$ cat config.mk
export PLATFORM = sky130hd
export DESIGN_NAME = lfsr_encrypt_stage
export DESIGN_NICKNAME = d
export VERILOG_FILES = /design/src/rtl/lfsr_encrypt_stage_pkg.sv /design/src/rtl/lfsr_encrypt_stage_lfsr6b.sv /design/src/rtl/lfsr_encrypt_stage.sv
export SDC_FILE = /design/constraint.sdc
export NUM_CORES = 1
export LEC_CHECK = 0
export ABC_AREA = 1
export ABC_CLOCK_PERIOD_IN_PS = 7800
export BUFFER_PORTS_ARGS = -buffer_cell sky130_fd_sc_hd__buf_2
export CORE_MARGIN = 3
export CORE_UTILIZATION = 50
export CTS_BUF_LIST = sky130_fd_sc_hd__clkbuf_16
export DETAILED_ROUTE_END_ITERATION = 8
export HOLD_SLACK_MARGIN = 0.05
export PLACE_DENSITY = 0.76
export SLEW_MARGIN = 0
export SYNTH_ARGS = -nofsm -noshare
export SYNTH_HDL_FRONTEND = slang
export SYNTH_SLANG_ARGS = --single-unit
$ cat constraint.sdc
create_clock -name clk -period 7.8 [get_ports clk]
set_input_delay 2.34 -clock clk [delete_from_list [all_inputs] [get_ports clk]]
set_output_delay 2.34 -clock clk [all_outputs]
set_load 0.1 [all_outputs]
$ cat src/rtl/lfsr_encrypt_stage_pkg.sv
// rtl/lfsr_encrypt_stage_pkg.sv - shared constants, FSM state type and helpers for the LFSR encrypt stage
// Purpose: tap table, preamble character, preamble length limits, FSM state enum, clamp helper.
// Ports: none (package).
package enc_pkg;

  localparam logic [5:0] LFSR_PTRN [6] = '{6'h21, 6'h2D, 6'h30, 6'h33, 6'h36, 6'h39};

  localparam logic [7:0] PREAMBLE_CHAR = 8'h5F;

  localparam logic [3:0] PRE_MIN = 4'd7;
  localparam logic [3:0] PRE_MAX = 4'd12;

  typedef enum logic [1:0] {
    S_IDLE  = 2'd0,
    S_LOAD  = 2'd1,
    S_WRITE = 2'd2,
    S_DONE  = 2'd3
  } state_t;

  // Out-of-range preamble lengths are pulled to the nearest legal value.
  function automatic logic [3:0] clamp_pre(input logic [3:0] len);
    if (len < PRE_MIN)      return PRE_MIN;
    else if (len > PRE_MAX) return PRE_MAX;
    else                    return len;
  endfunction

endpackage

$ cat src/rtl/lfsr_encrypt_stage_lfsr6b.sv
// rtl/lfsr_encrypt_stage_lfsr6b.sv - 6-bit Fibonacci LFSR with load and enable
// Purpose: keystream generator; init loads seed, en shifts in the tap parity.
// Ports:
//   clk   in  1  clock, rising edge
//   init  in  1  load seed (priority over en)
//   en    in  1  advance one step
//   seed  in  6  load value
//   taps  in  6  feedback tap mask
//   lfsr  out 6  current state
module lfsr6b (
  input  logic       clk,
  input  logic       init,
  input  logic       en,
  input  logic [5:0] seed,
  input  logic [5:0] taps,
  output logic [5:0] lfsr
);

  // No reset: the state is always loaded through init before it is consumed.
  always_ff @(posedge clk) begin
    if (init) begin
      lfsr <= seed;
    end else if (en) begin
      lfsr <= {lfsr[4:0], ^(lfsr & taps)};
    end
  end

endmodule

$ cat src/rtl/lfsr_encrypt_stage.sv
// rtl/lfsr_encrypt_stage.sv - preamble + plaintext encryptor writing a 64-byte LFSR-XORed image
// Purpose: reads plaintext from dat_mem, prepends underscore preamble, XORs with a 6-bit LFSR
//          stream and writes the image to ENC_BASE.. for the downstream decrypter.
// Option: define ENC_PARITY_EN to replace bit 7 of each written byte with even parity of bits 6:0.
// Ports:
//   clk      in  1  clock, rising edge
//   init_n   in  1  synchronous active-low reset
//   start    in  1  run request (accepted in IDLE/DONE)
//   tap_sel  in  3  tap pattern index 0..5
//   seed     in  6  LFSR start state, nonzero
//   pre_len  in  4  preamble length (clamped to 7..12)
//   raddr    out 8  memory read address
//   data_out in  8  memory read data (combinational)
//   wr_en    out 1  memory write strobe
//   waddr    out 8  memory write address
//   data_in  out 8  memory write data
//   busy     out 1  LOAD or WRITE
//   done     out 1  DONE
//   err      out 1  one-cycle pulse on rejected start
module lfsr_encrypt_stage
  import enc_pkg::*;
#(
  parameter int MSG_BASE = 0,
  parameter int ENC_BASE = 64,
  parameter int IMG_LEN  = 64
) (
  input  logic       clk,
  input  logic       init_n,
  input  logic       start,
  input  logic [2:0] tap_sel,
  input  logic [5:0] seed,
  input  logic [3:0] pre_len,
  output logic [7:0] raddr,
  input  logic [7:0] data_out,
  output logic       wr_en,
  output logic [7:0] waddr,
  output logic [7:0] data_in,
  output logic       busy,
  output logic       done,
  output logic       err
);

  state_t     state;
  logic [5:0] seed_q;
  logic [2:0] tap_sel_q;
  logic [3:0] pre_q;
  logic [7:0] k;
  logic       err_q;
  logic [5:0] lfsr;

  logic       legal;
  logic       in_pre;
  logic [7:0] pre8;
  logic [7:0] plain;
  logic [7:0] enc;

  assign legal = (seed != 6'd0) && (tap_sel <= 3'd5);

  always_ff @(posedge clk) begin
    if (!init_n) begin
      state     <= S_IDLE;
      seed_q    <= 6'd0;
      tap_sel_q <= 3'd0;
      pre_q     <= PRE_MIN;
      k         <= 8'd0;
      err_q     <= 1'b0;
    end else begin
      err_q <= 1'b0;
      case (state)
        S_IDLE, S_DONE: begin
          if (start) begin
            if (legal) begin
              seed_q    <= seed;
              tap_sel_q <= tap_sel;
              pre_q     <= clamp_pre(pre_len);
              k         <= 8'd0;
              state     <= S_LOAD;
            end else begin
              err_q <= 1'b1;
            end
          end
        end
        S_LOAD: state <= S_WRITE;
        S_WRITE: begin
          k <= k + 8'd1;
          if (k == 8'(IMG_LEN - 1)) state <= S_DONE;
        end
        default: state <= S_IDLE;
      endcase
    end
  end

  // The LFSR is loaded during LOAD so the seed is present for the first WRITE byte.
  lfsr6b u_lfsr (
    .clk  (clk),
    .init (state == S_LOAD),
    .en   (state == S_WRITE),
    .seed (seed_q),
    .taps (LFSR_PTRN[tap_sel_q]),
    .lfsr (lfsr)
  );

  assign pre8   = {4'd0, pre_q};
  assign in_pre = (k < pre8);
  assign plain  = in_pre ? PREAMBLE_CHAR : data_out;
  assign enc    = plain ^ {2'b00, lfsr};

  always_comb begin
    raddr   = 8'(MSG_BASE);
    waddr   = 8'(ENC_BASE);
    wr_en   = 1'b0;
    data_in = 8'd0;
    if (state == S_WRITE) begin
      wr_en = 1'b1;
      waddr = 8'(ENC_BASE) + k;
      if (!in_pre) raddr = 8'(MSG_BASE) + k - pre8;
`ifdef ENC_PARITY_EN
      data_in = {^enc[6:0], enc[6:0]};
`else
      data_in = enc;
`endif
    end
  end

  assign busy = (state == S_LOAD) || (state == S_WRITE);
  assign done = (state == S_DONE);
  assign err  = err_q;

endmodule
==> flow_summary.json <==
{
  "outcome": "finished clean",
  "max_freq_ghz": 0.183,
  "num_vias": 2076,
  "tightest_slew_ns": 0.886,
  "switching_share": 0.503,
  "crit_type": "in -> out",
  "max_stage_delay_ns": 0.43,
  "cts-htree-levels": 2,
  "track_usage": 0.197,
  "holdBufCountCts": 0,
  "synth_nets": 360,
  "final_max_slew_viol_count": 0,
  "synth_area_sq_um": 2100,
  "firstDrtPassIters": 4,
  "chipHeight_um": 70.7,
  "ys_seq_elements": 30,
  "path_clk_slew_ns": 0.05,
  "period_needed_ns": 5.48,
  "fillers": 369,
  "start_util": 0.544,
  "synth_xor_area_frac": 0.0209,
  "ys_warn_count": 0,
  "start_kind": "primary input",
  "drt_iter0_drc": 112,
  "layout_commonest_cell": "nand2_1",
  "syn_area_per_cell_sq_um": 6.47,
  "grt_first_pass_wirelength_mm": 8.17,
  "vias_per_cell": 4.94,
  "tns_ns": 0,
  "final_cell_mix": "nand2_1 (93), inv_1 (53), buf_2 (51), nor2_1 (34)",
  "wl_per_cell_um": 11.0,
  "grt_start_max_net_pins": 24,
  "required_ns": 5.46,
  "fin_worst_skew_ns": 0.00441,
  "clock_latency_ns": 0.27,
  "period_share": 0.702,
  "ys_types": 27,
  "drive_gt1_frac": 0.175,
  "p_int_uw": 417,
  "crit_slowest_cell": "buf_2",
  "port_buffers": 51,
  "clockRootBuffer": "clkbuf_16",
  "cts_tree": "done",
  "synth_cells": 324,
  "core_sq_um": 3850,
  "numCtsBuffers": 5,
  "dieArea_sq_um": 5000,
  "p_switching_uw": 422,
  "diodes": 0,
  "crit_arrival_ns": 3.14,
  "path_common_cell": "buf_2",
  "clk_path_buf_depth": 2,
  "crit_fanout": 2,
  "crit_path_cell_trace": "buf_2, inv_1, nand3_1, nand2_1, nor2_1, buf_2",
  "synth_top_family_by_area": "simple AND/OR/NAND/NOR gates",
  "setup_viol_count_final": 0,
  "detail-route-antenna-nets": 0,
  "rsz0062_at_grt": "no",
  "ys_seq_area_frac": 0.315,
  "drt_wl_total_mm": 4.64,
  "place_congestion": 0.812,
  "gr-total-overflow": 0,
  "ir_drop_mv": 0.222,
  "seq_power_share": 0.281,
  "fin_util": 0.643,
  "die_w_um": 70.7,
  "synth-compound-area-share": 0.125,
  "hold_class": "reg -> reg",
  "combPwrFrac": 0.507,
  "dp.final_hpwl_mm": 3.51,
  "grt_antenna_before_repair": 0,
  "leakage_nw": 1.38,
  "synthAdderAreaFrac": 0.0752,
  "cts_resized": 0,
  "endpoint_kind": "output pin",
  "synthSimpleGateAreaFrac": 0.334,
  "pwr-share-clk": 0.212,
  "synth.area.mux_share": 0,
  "drc_errors": 0,
  "grt_pass1_vias": 1966,
  "rows": 22,
  "final_nets": 407,
  "max_slew_margin": 0.409,
  "p_per_area_nw_per_um2": 339,
  "syn2layout_area_growth_pct": 18.1,
  "finalHoldViolCount": 0,
  "cts.sinks": 30,
  "drv_cap": 0,
  "io_pins": 52,
  "cts_setup_buffers": 0
}
==> kinds of logic after synthesis <==
kind of cell	count (synthesis)
and+or+nand+nor	166
buffers and inverters	64
AOI/OAI and AO/OA	47
DFF	30
adders and majority gates	12
xor gates and xnor gates	5
==> Yosys cell counts (all sizes together) <==
cell | instances | area share
or2 | 1 | 0.0042
fa | 1 | 0.0096
nor3b | 1 | 0.0060
nor3 | 4 | 0.0096
nand3 | 28 | 0.067
nor2 | 34 | 0.061
a21oi | 31 | 0.079
edfxtp | 6 | 0.086
ha | 11 | 0.066
o211ai | 1 | 0.0036
nor4 | 1 | 0.0030
clkbuf | 3 | 0.0054
inv | 52 | 0.093
clkinv | 1 | 0.0018
dfxtp | 24 | 0.23
a21boi | 1 | 0.0090
o21ai | 14 | 0.033
buf | 8 | 0.029
nand4 | 2 | 0.0060
xor2 | 5 | 0.021
nand2 | 95 | 0.18
==> state kept, by name, summed over array words and instances, names as in the netlist <==
| name | cells |
|---|---|
| state | 2 |
| k | 8 |
| u_lfsr.lfsr | 6 |
| tap_sel_q | 3 |
| pre_q | 4 |
| err | 1 |
| seed_q | 6 |
==> worst max-delay path: cells and delay by family <==
family | cells | cell delay (ns)
AND/OR/NAND/NOR | 3 | 0.23
buffers and inverters | 3 | 0.56
==> power groups by stage <==
stage          Combinational [mW]  Sequential, mW  Clock (mW)
6_report                    0.426           0.236       0.178
3_5_place_dp                0.427           0.239           0
5_1_grt                     0.472           0.241       0.185
2_1_floorplan               0.358           0.235           0
3_3_place_gp                0.420           0.238           0
4_1_cts                     0.428           0.236       0.179
==> final timing paths <==
check | start | endpoint | slack, ns | cells past startpoint
worst min register to register | seed_q[4] | seed_q[4] | 0.46 | 2
worst max register to register | state[0] | k[5] | 5.32 | 6
worst max-delay path | data_out[2] | data_in[2] | 2.32 | 6
worst min-delay path | seed_q[4] | seed_q[4] | 0.46 | 2
==> per-layer routing <==
metal,vias to the layer above,GRT usage,routed length (um)
li1,1111,-,-
met4,0,0.0877,102
met3,11,0.0341,246
met2,59,0.339,2210
met5,-,0,0
met1,895,0.240,2080
==> area by class of cell <==
cell class                 instances  area [sq um]  share of cell area
multi-input combinational        230          1160               0.470
clock inverter                     3          12.5             0.00505
inverter                          53           199              0.0803
clock buffer                       5           125              0.0505
sequential                        30           661               0.267
timing repair buffer              51           255               0.103
tap                               48          60.1              0.0243
==> metrics by stage <==
stage | instances | setup WS (ns) | area [sq um] | hold slack, ns | power [mW]
floorplan | 324 | 1.62 | 2100 | 0.444 | 0.593
global placement | 412 | 2.35 | 2340 | 0.454 | 0.658
detailed placement | 412 | 2.30 | 2340 | 0.459 | 0.665
CTS | 420 | 2.30 | 2480 | 0.467 | 0.843
global route | 420 | 2.24 | 2480 | 0.493 | 0.899
finish | 420 | 2.32 | 2480 | 0.463 | 0.839
Power figures use the tool's default switching activity.
